**src/rtl/biriscv_divider_radix.sv**
```systemverilog
// Radix-2^BITS_PER_CYCLE restoring divider for DIV/DIVU/REM/REMU.
// Optional last-result cache: define DIVIDER_RESULT_CACHE_EN.
module biriscv_divider_radix #(
  parameter int WIDTH          = 32,
  parameter int BITS_PER_CYCLE = 2
) (
  input  logic             clk_i,
  input  logic             rst_i,
  input  logic             start_i,
  input  logic [1:0]       op_i,
  input  logic [WIDTH-1:0] a_i,
  input  logic [WIDTH-1:0] b_i,
  input  logic             flush_i,
  output logic             ready_o,
  output logic             busy_o,
  output logic             valid_o,
  output logic [WIDTH-1:0] result_o
);

  localparam int STEPS = WIDTH / BITS_PER_CYCLE;
  localparam int CW    = (STEPS > 1) ? $clog2(STEPS) : 1;
  localparam logic [WIDTH-1:0] MOST_NEG = {1'b1, {(WIDTH-1){1'b0}}};
  localparam logic [CW-1:0]    LAST_CNT = CW'(STEPS - 1);

  typedef enum logic [1:0] {
    ST_IDLE = 2'd0,
    ST_CALC = 2'd1,
    ST_DONE = 2'd2
  } state_t;

  state_t           state_q;
  logic [CW-1:0]    count_q;
  logic [WIDTH-1:0] quot_q;
  logic [WIDTH-1:0] rem_q;
  logic [WIDTH-1:0] div_q;
  logic             neg_quot_q;
  logic             neg_rem_q;
  logic             rem_sel_q;
  logic [WIDTH-1:0] result_q;

  assign ready_o  = (state_q != ST_CALC);
  assign busy_o   = (state_q == ST_CALC);
  assign valid_o  = (state_q == ST_DONE);
  assign result_o = result_q;

  // Operand decode at acceptance
  logic             signed_op;
  logic             is_rem;
  logic             a_neg;
  logic             b_neg;
  logic [WIDTH-1:0] a_mag;
  logic [WIDTH-1:0] b_mag;
  logic             b_zero;
  logic             ovf;
  logic [WIDTH-1:0] special_res;
  logic             accept;

  always_comb begin
    signed_op   = ~op_i[0];
    is_rem      = op_i[1];
    a_neg       = signed_op & a_i[WIDTH-1];
    b_neg       = signed_op & b_i[WIDTH-1];
    a_mag       = a_neg ? (~a_i + 1'b1) : a_i;
    b_mag       = b_neg ? (~b_i + 1'b1) : b_i;
    b_zero      = (b_i == '0);
    ovf         = signed_op & (a_i == MOST_NEG) & (b_i == '1);
    special_res = '0;
    if (b_zero)
      special_res = is_rem ? a_i : '1;
    else
      special_res = is_rem ? '0 : MOST_NEG;
    accept      = start_i & ready_o & ~flush_i;
  end

  // BITS_PER_CYCLE restoring steps per cycle, MSB of the dividend first
  logic [WIDTH-1:0] quot_n;
  logic [WIDTH-1:0] rem_n;
  logic [WIDTH:0]   rem_ext;
  logic [WIDTH-1:0] res_calc;

  always_comb begin
    quot_n  = quot_q;
    rem_n   = rem_q;
    rem_ext = '0;
    for (int i = 0; i < BITS_PER_CYCLE; i++) begin
      rem_ext = {rem_n, quot_n[WIDTH-1]};
      quot_n  = {quot_n[WIDTH-2:0], 1'b0};
      if (rem_ext >= {1'b0, div_q}) begin
        rem_ext   = rem_ext - {1'b0, div_q};
        quot_n[0] = 1'b1;
      end
      rem_n = rem_ext[WIDTH-1:0];
    end
    if (rem_sel_q)
      res_calc = neg_rem_q ? (~rem_n + 1'b1) : rem_n;
    else
      res_calc = neg_quot_q ? (~quot_n + 1'b1) : quot_n;
  end

`ifdef DIVIDER_RESULT_CACHE_EN
  logic             cache_valid_q;
  logic [WIDTH-1:0] cache_a_q;
  logic [WIDTH-1:0] cache_b_q;
  logic [1:0]       cache_op_q;
  logic [WIDTH-1:0] cache_res_q;
  logic [WIDTH-1:0] req_a_q;
  logic [WIDTH-1:0] req_b_q;
  logic [1:0]       req_op_q;
  logic             cache_hit;
  logic [WIDTH-1:0] cache_hit_res;

  // The op completing this cycle is not in the cache yet; match it directly
  always_comb begin
    cache_hit     = 1'b0;
    cache_hit_res = cache_res_q;
    if (valid_o && req_a_q == a_i && req_b_q == b_i && req_op_q == op_i) begin
      cache_hit     = 1'b1;
      cache_hit_res = result_q;
    end else if (cache_valid_q && cache_a_q == a_i && cache_b_q == b_i &&
                 cache_op_q == op_i) begin
      cache_hit     = 1'b1;
      cache_hit_res = cache_res_q;
    end
  end

  always_ff @(posedge clk_i or posedge rst_i) begin
    if (rst_i) begin
      cache_valid_q <= 1'b0;
      cache_a_q     <= '0;
      cache_b_q     <= '0;
      cache_op_q    <= '0;
      cache_res_q   <= '0;
      req_a_q       <= '0;
      req_b_q       <= '0;
      req_op_q      <= '0;
    end else begin
      if (accept) begin
        req_a_q  <= a_i;
        req_b_q  <= b_i;
        req_op_q <= op_i;
      end
      if (valid_o) begin
        cache_valid_q <= 1'b1;
        cache_a_q     <= req_a_q;
        cache_b_q     <= req_b_q;
        cache_op_q    <= req_op_q;
        cache_res_q   <= result_q;
      end
    end
  end
`endif

  always_ff @(posedge clk_i or posedge rst_i) begin
    if (rst_i) begin
      state_q    <= ST_IDLE;
      count_q    <= '0;
      quot_q     <= '0;
      rem_q      <= '0;
      div_q      <= '0;
      neg_quot_q <= 1'b0;
      neg_rem_q  <= 1'b0;
      rem_sel_q  <= 1'b0;
      result_q   <= '0;
    end else if (flush_i) begin
      state_q <= ST_IDLE;
    end else begin
      case (state_q)
        ST_CALC: begin
          quot_q <= quot_n;
          rem_q  <= rem_n;
          if (count_q == '0) begin
            result_q <= res_calc;
            state_q  <= ST_DONE;
          end else begin
            count_q <= count_q - 1'b1;
          end
        end
        default: begin
          if (accept) begin
            if (b_zero || ovf) begin
              result_q <= special_res;
              state_q  <= ST_DONE;
            end
`ifdef DIVIDER_RESULT_CACHE_EN
            else if (cache_hit) begin
              result_q <= cache_hit_res;
              state_q  <= ST_DONE;
            end
`endif
            else begin
              quot_q     <= a_mag;
              rem_q      <= '0;
              div_q      <= b_mag;
              neg_quot_q <= a_neg ^ b_neg;
              neg_rem_q  <= a_neg;
              rem_sel_q  <= is_rem;
              count_q    <= LAST_CNT;
              state_q    <= ST_CALC;
            end
          end else begin
            state_q <= ST_IDLE;
          end
        end
      endcase
    end
  end

endmodule

```
**config.mk**
```make
export PLATFORM = sky130hd
export DESIGN_NAME = biriscv_divider_radix
export DESIGN_NICKNAME = d
export VERILOG_FILES = /design/src/rtl/biriscv_divider_radix.sv
export SDC_FILE = /design/constraint.sdc
export NUM_CORES = 1
export LEC_CHECK = 0
export BUFFER_PORTS_ARGS = -buffer_cell sky130_fd_sc_hd__clkbuf_2
export CELL_PAD_IN_SITES_DETAIL_PLACEMENT = 1
export CELL_PAD_IN_SITES_GLOBAL_PLACEMENT = 1
export CORE_ASPECT_RATIO = 1.25
export CORE_MARGIN = 1
export CORE_UTILIZATION = 25
export DETAILED_ROUTE_END_ITERATION = 8
export MAX_ROUTING_LAYER = met4
export PLACE_DENSITY = 0.48
export SYNTH_ARGS = -nofsm -noshare
export SYNTH_HDL_FRONTEND = slang
export SYNTH_SLANG_ARGS = --single-unit
export TNS_END_PERCENT = 10
```
**constraint.sdc**
```tcl
create_clock -name clk_i -period 20.5 [get_ports clk_i]
set_input_delay 1.025 -clock clk_i [delete_from_list [all_inputs] [get_ports clk_i]]
set_output_delay 1.025 -clock clk_i [all_outputs]
set_load 0.01 [all_outputs]
```
==> results.py <==
metrics = {
    "logic_synthesis": {
        "synth_edf_count": 0,
        "synth_top_area_frac": 0.239,
        "synthTopCellsByArea": "dfrtp_1 (24%), o21ai_0 (8.1%), nand2_1 (7.0%)",
        "ys_ff_latch": 137,
        "netlist.top_cell.by_area": "dfrtp_1",
        "synth_warnings": 0,
        "async_flop_share": 1.00,
        "syn_nets": 2087,
        "synth_cells": 1945,
        "synth_area_per_cell_um2": 7.37,
        "syn_area_um2": 14300,
        "synth_seq_area_share": 0.239,
        "yosys.cell_types.count": 90,
        "synth_top_flop_cell": "dfrtp_1",
    },
    "route": {
        "drtIter0Drc": 832,
        "drc": 0,
        "viasPerCell": 5.48,
        "postRouteAntennaNets": 0,
        "wl_um": 67900,
        "wire_per_inst_um": 24.8,
        "firstDrtPassIters": 5,
        "dr_total_vias": 15000,
    },
    "die": {
        "coreArea_um2": 56300,
        "die_area_um2": 58300,
        "die_h_um": 270,
        "start_util": 0.255,
        "die_x_um": 216,
        "io_pins": 105,
        "rows": 97,
    },
    "timing": {
        "worst_clock_skew_ps": 19.0,
        "maxSlewHeadroom": 0.282,
        "drv_slew": 0,
        "finalCritPeriodShare": 0.476,
        "hold_ws_ps": 487,
        "setup_viol": 0,
        "hold_viol_final": 0,
        "min_period_ps": 9760,
        "worst_slew_pin_slew_ps": 1070,
        "finalSetupTns_ps": 0,
        "rsz0062_at_grt": "no",
        "max_freq_ghz": 0.102,
    },
    "clocking": {
        "cts_setup_buffers": 0,
        "cts.sinks": 137,
        "clock_latency_ps": 460,
        "tritoncts": "yes",
        "root_buffer": "clkbuf_16",
        "cts_buffer_depth": 2,
        "cts_max_level": 4,
        "numCtsBuffers": 17,
        "postCtsHoldBufs": 0,
        "clkTransAtPathRegs_ps": 80,
        "ctsResizeCount": 0,
    },
    "setup_path": {
        "rr_worst_depth": 29,
        "r2r_start": "rem_q[23]$_DFFE_PP0P_",
        "cp.required_ps": 20860,
        "crit_slowest_cell": "a41oi_2",
        "crit_type": "reg2reg",
        "cp_max_fo": 56,
        "critPathArrivalTime_ps": 10120,
        "start_kind": "flip-flop",
        "endpoint_kind": "flip-flop",
        "r2r-end": "result_o[26]$_DFFE_PP0P_",
        "path_common_cell": "ha_1",
        "rrSetupSlack_ps": 10740,
        "cp_slowest_stage_delay_ps": 650,
    },
    "grt": {
        "grt_pass1_vias": 15300,
        "grt_max_degree": 80,
        "grt_use_total": 0.239,
        "gr-total-overflow": 0,
        "grt_pass1_wl_um": 103000,
        "antenna_found_initial": 1,
    },
    "finish": {
        "nets": 2119,
        "drive_gt1_frac": 0.102,
        "final_common_cell": "nand2_1",
        "area_delta_synth_final_pct": 12.0,
        "final_cell_mix": "nand2_1 (266), o21ai_0 (232), a21oi_1 (155), nor2_1 (153), dfrtp_1 (137)",
    },
    "placed_design": {
        "io_buffers": 104,
        "dp_hpwl_um": 53400,
        "place_congestion": 0.897,
    },
    "job": {
        "cap_violations": 0,
    },
    "min_path": {
        "holdPathStages": 2,
        "hold_class": "reg2reg",
        "min_from": "result_o[16]$_DFFE_PP0P_",
        "hold_path_end": "result_o[16]$_DFFE_PP0P_",
    },
    "run_status": {
        "outcome": "completed",
    },
}
[registers in the layout, indices dropped and copies added (netlist names)]
name	flops
neg_quot_q	1
count_q	4
rem_sel_q	1
result_o	32
state_q	2
quot_q	32
rem_q	32
neg_rem_q	1
div_q	32
[how the worst max path moves through the flow]
| stage | startpoint | to | slack, ps | cells past startpoint |
|---|---|---|---|---|
| detailed placement | rem_q[23]$_DFFE_PP0P_ | result_o[26]$_DFFE_PP0P_ | 10790 | 29 |
| global route | rem_q[23]$_DFFE_PP0P_ | result_o[30]$_DFFE_PP0P_ | 10130 | 26 |
| global placement | rem_q[23]$_DFFE_PP0P_ | result_o[26]$_DFFE_PP0P_ | 10910 | 29 |
| CTS | rem_q[23]$_DFFE_PP0P_ | result_o[26]$_DFFE_PP0P_ | 10750 | 29 |
| finish | rem_q[23]$_DFFE_PP0P_ | result_o[26]$_DFFE_PP0P_ | 10740 | 29 |
| floorplan | rem_q[29]$_DFFE_PP0P_ | result_o[26]$_DFFE_PP0P_ | 12730 | 35 |
[metrics by stage]
stage	util	std cells	instance area (um2)	setup WS [ps]
finish	0.285	2733	16100	10740
global placement	0.275	2700	15500	10910
global route	0.285	2733	16100	10130
floorplan	-	1945	14300	12730
CTS	0.285	2732	16100	10750
detailed placement	0.275	2700	15500	10790
[critical path: cells and delay by family, from the launching register on]
family / cells / cell delay (ps)
compound gates: 12 / 4240
xor+xnor: 1 / 160
flops: 1 / 440
buf+inv: 3 / 760
fa+ha+maj: 3 / 1360
simple gates: 10 / 2650
[metal layers]
metal  GRT usage  wire length (um)  vias to the layer above
li1            -                 -                     7151
met1       0.302             31000                     7449
met2       0.404             33300                      315
met3      0.0167              1830                       65
met4      0.0717              1800                        0
met5           -                 0                        -
[cells by family after synthesis]
group	count (synthesis)	share of synthesized area
AOI/OAI and AO/OA	673	0.294
adders and majority gates	72	0.0639
and+or+nand+nor	681	0.225
buffers and inverters	186	0.0530
muxes	39	0.0287
DFF	137	0.239
xor gates and xnor gates	157	0.0959
[synth_stat cells (all sizes together) (9+ instances only)]
| library cell | n |
|---|---|
| ha | 70 |
| o211ai | 21 |
| and3 | 13 |
| nor3b | 9 |
| a31oi | 30 |
| buf | 25 |
| nand2b | 17 |
| nor3 | 43 |
| o21ai | 241 |
| a21oi | 156 |
| o21a | 15 |
| nor4 | 24 |
| and2 | 14 |
| dfrtp | 137 |
| xnor2 | 88 |
| mux2i | 32 |
| o41ai | 15 |
| a211oi | 17 |
| a21o | 26 |
| o22ai | 24 |
| inv | 74 |
| nand3 | 27 |
| nand2 | 267 |
| or4 | 11 |
| clkbuf | 86 |
| nand4 | 29 |
| nor2 | 154 |
| xor2 | 69 |
| or3 | 27 |
| nor2b | 10 |
| or2 | 12 |
| o31ai | 30 |
[area by class of cell]
type                       instances  area (um2)
clock buffer                      19         443
sequential                       137        3430
timing repair buffer             124         671
multi-input combinational       1622       10200
tap                              742         928
fill                            6986       40200
antenna                            1        2.50
clock inverter                    13         133
inverter                          75         289
Power is not shown: default switching activity piles up to over one toggle a cycle in this logic, so the estimate is an artifact.
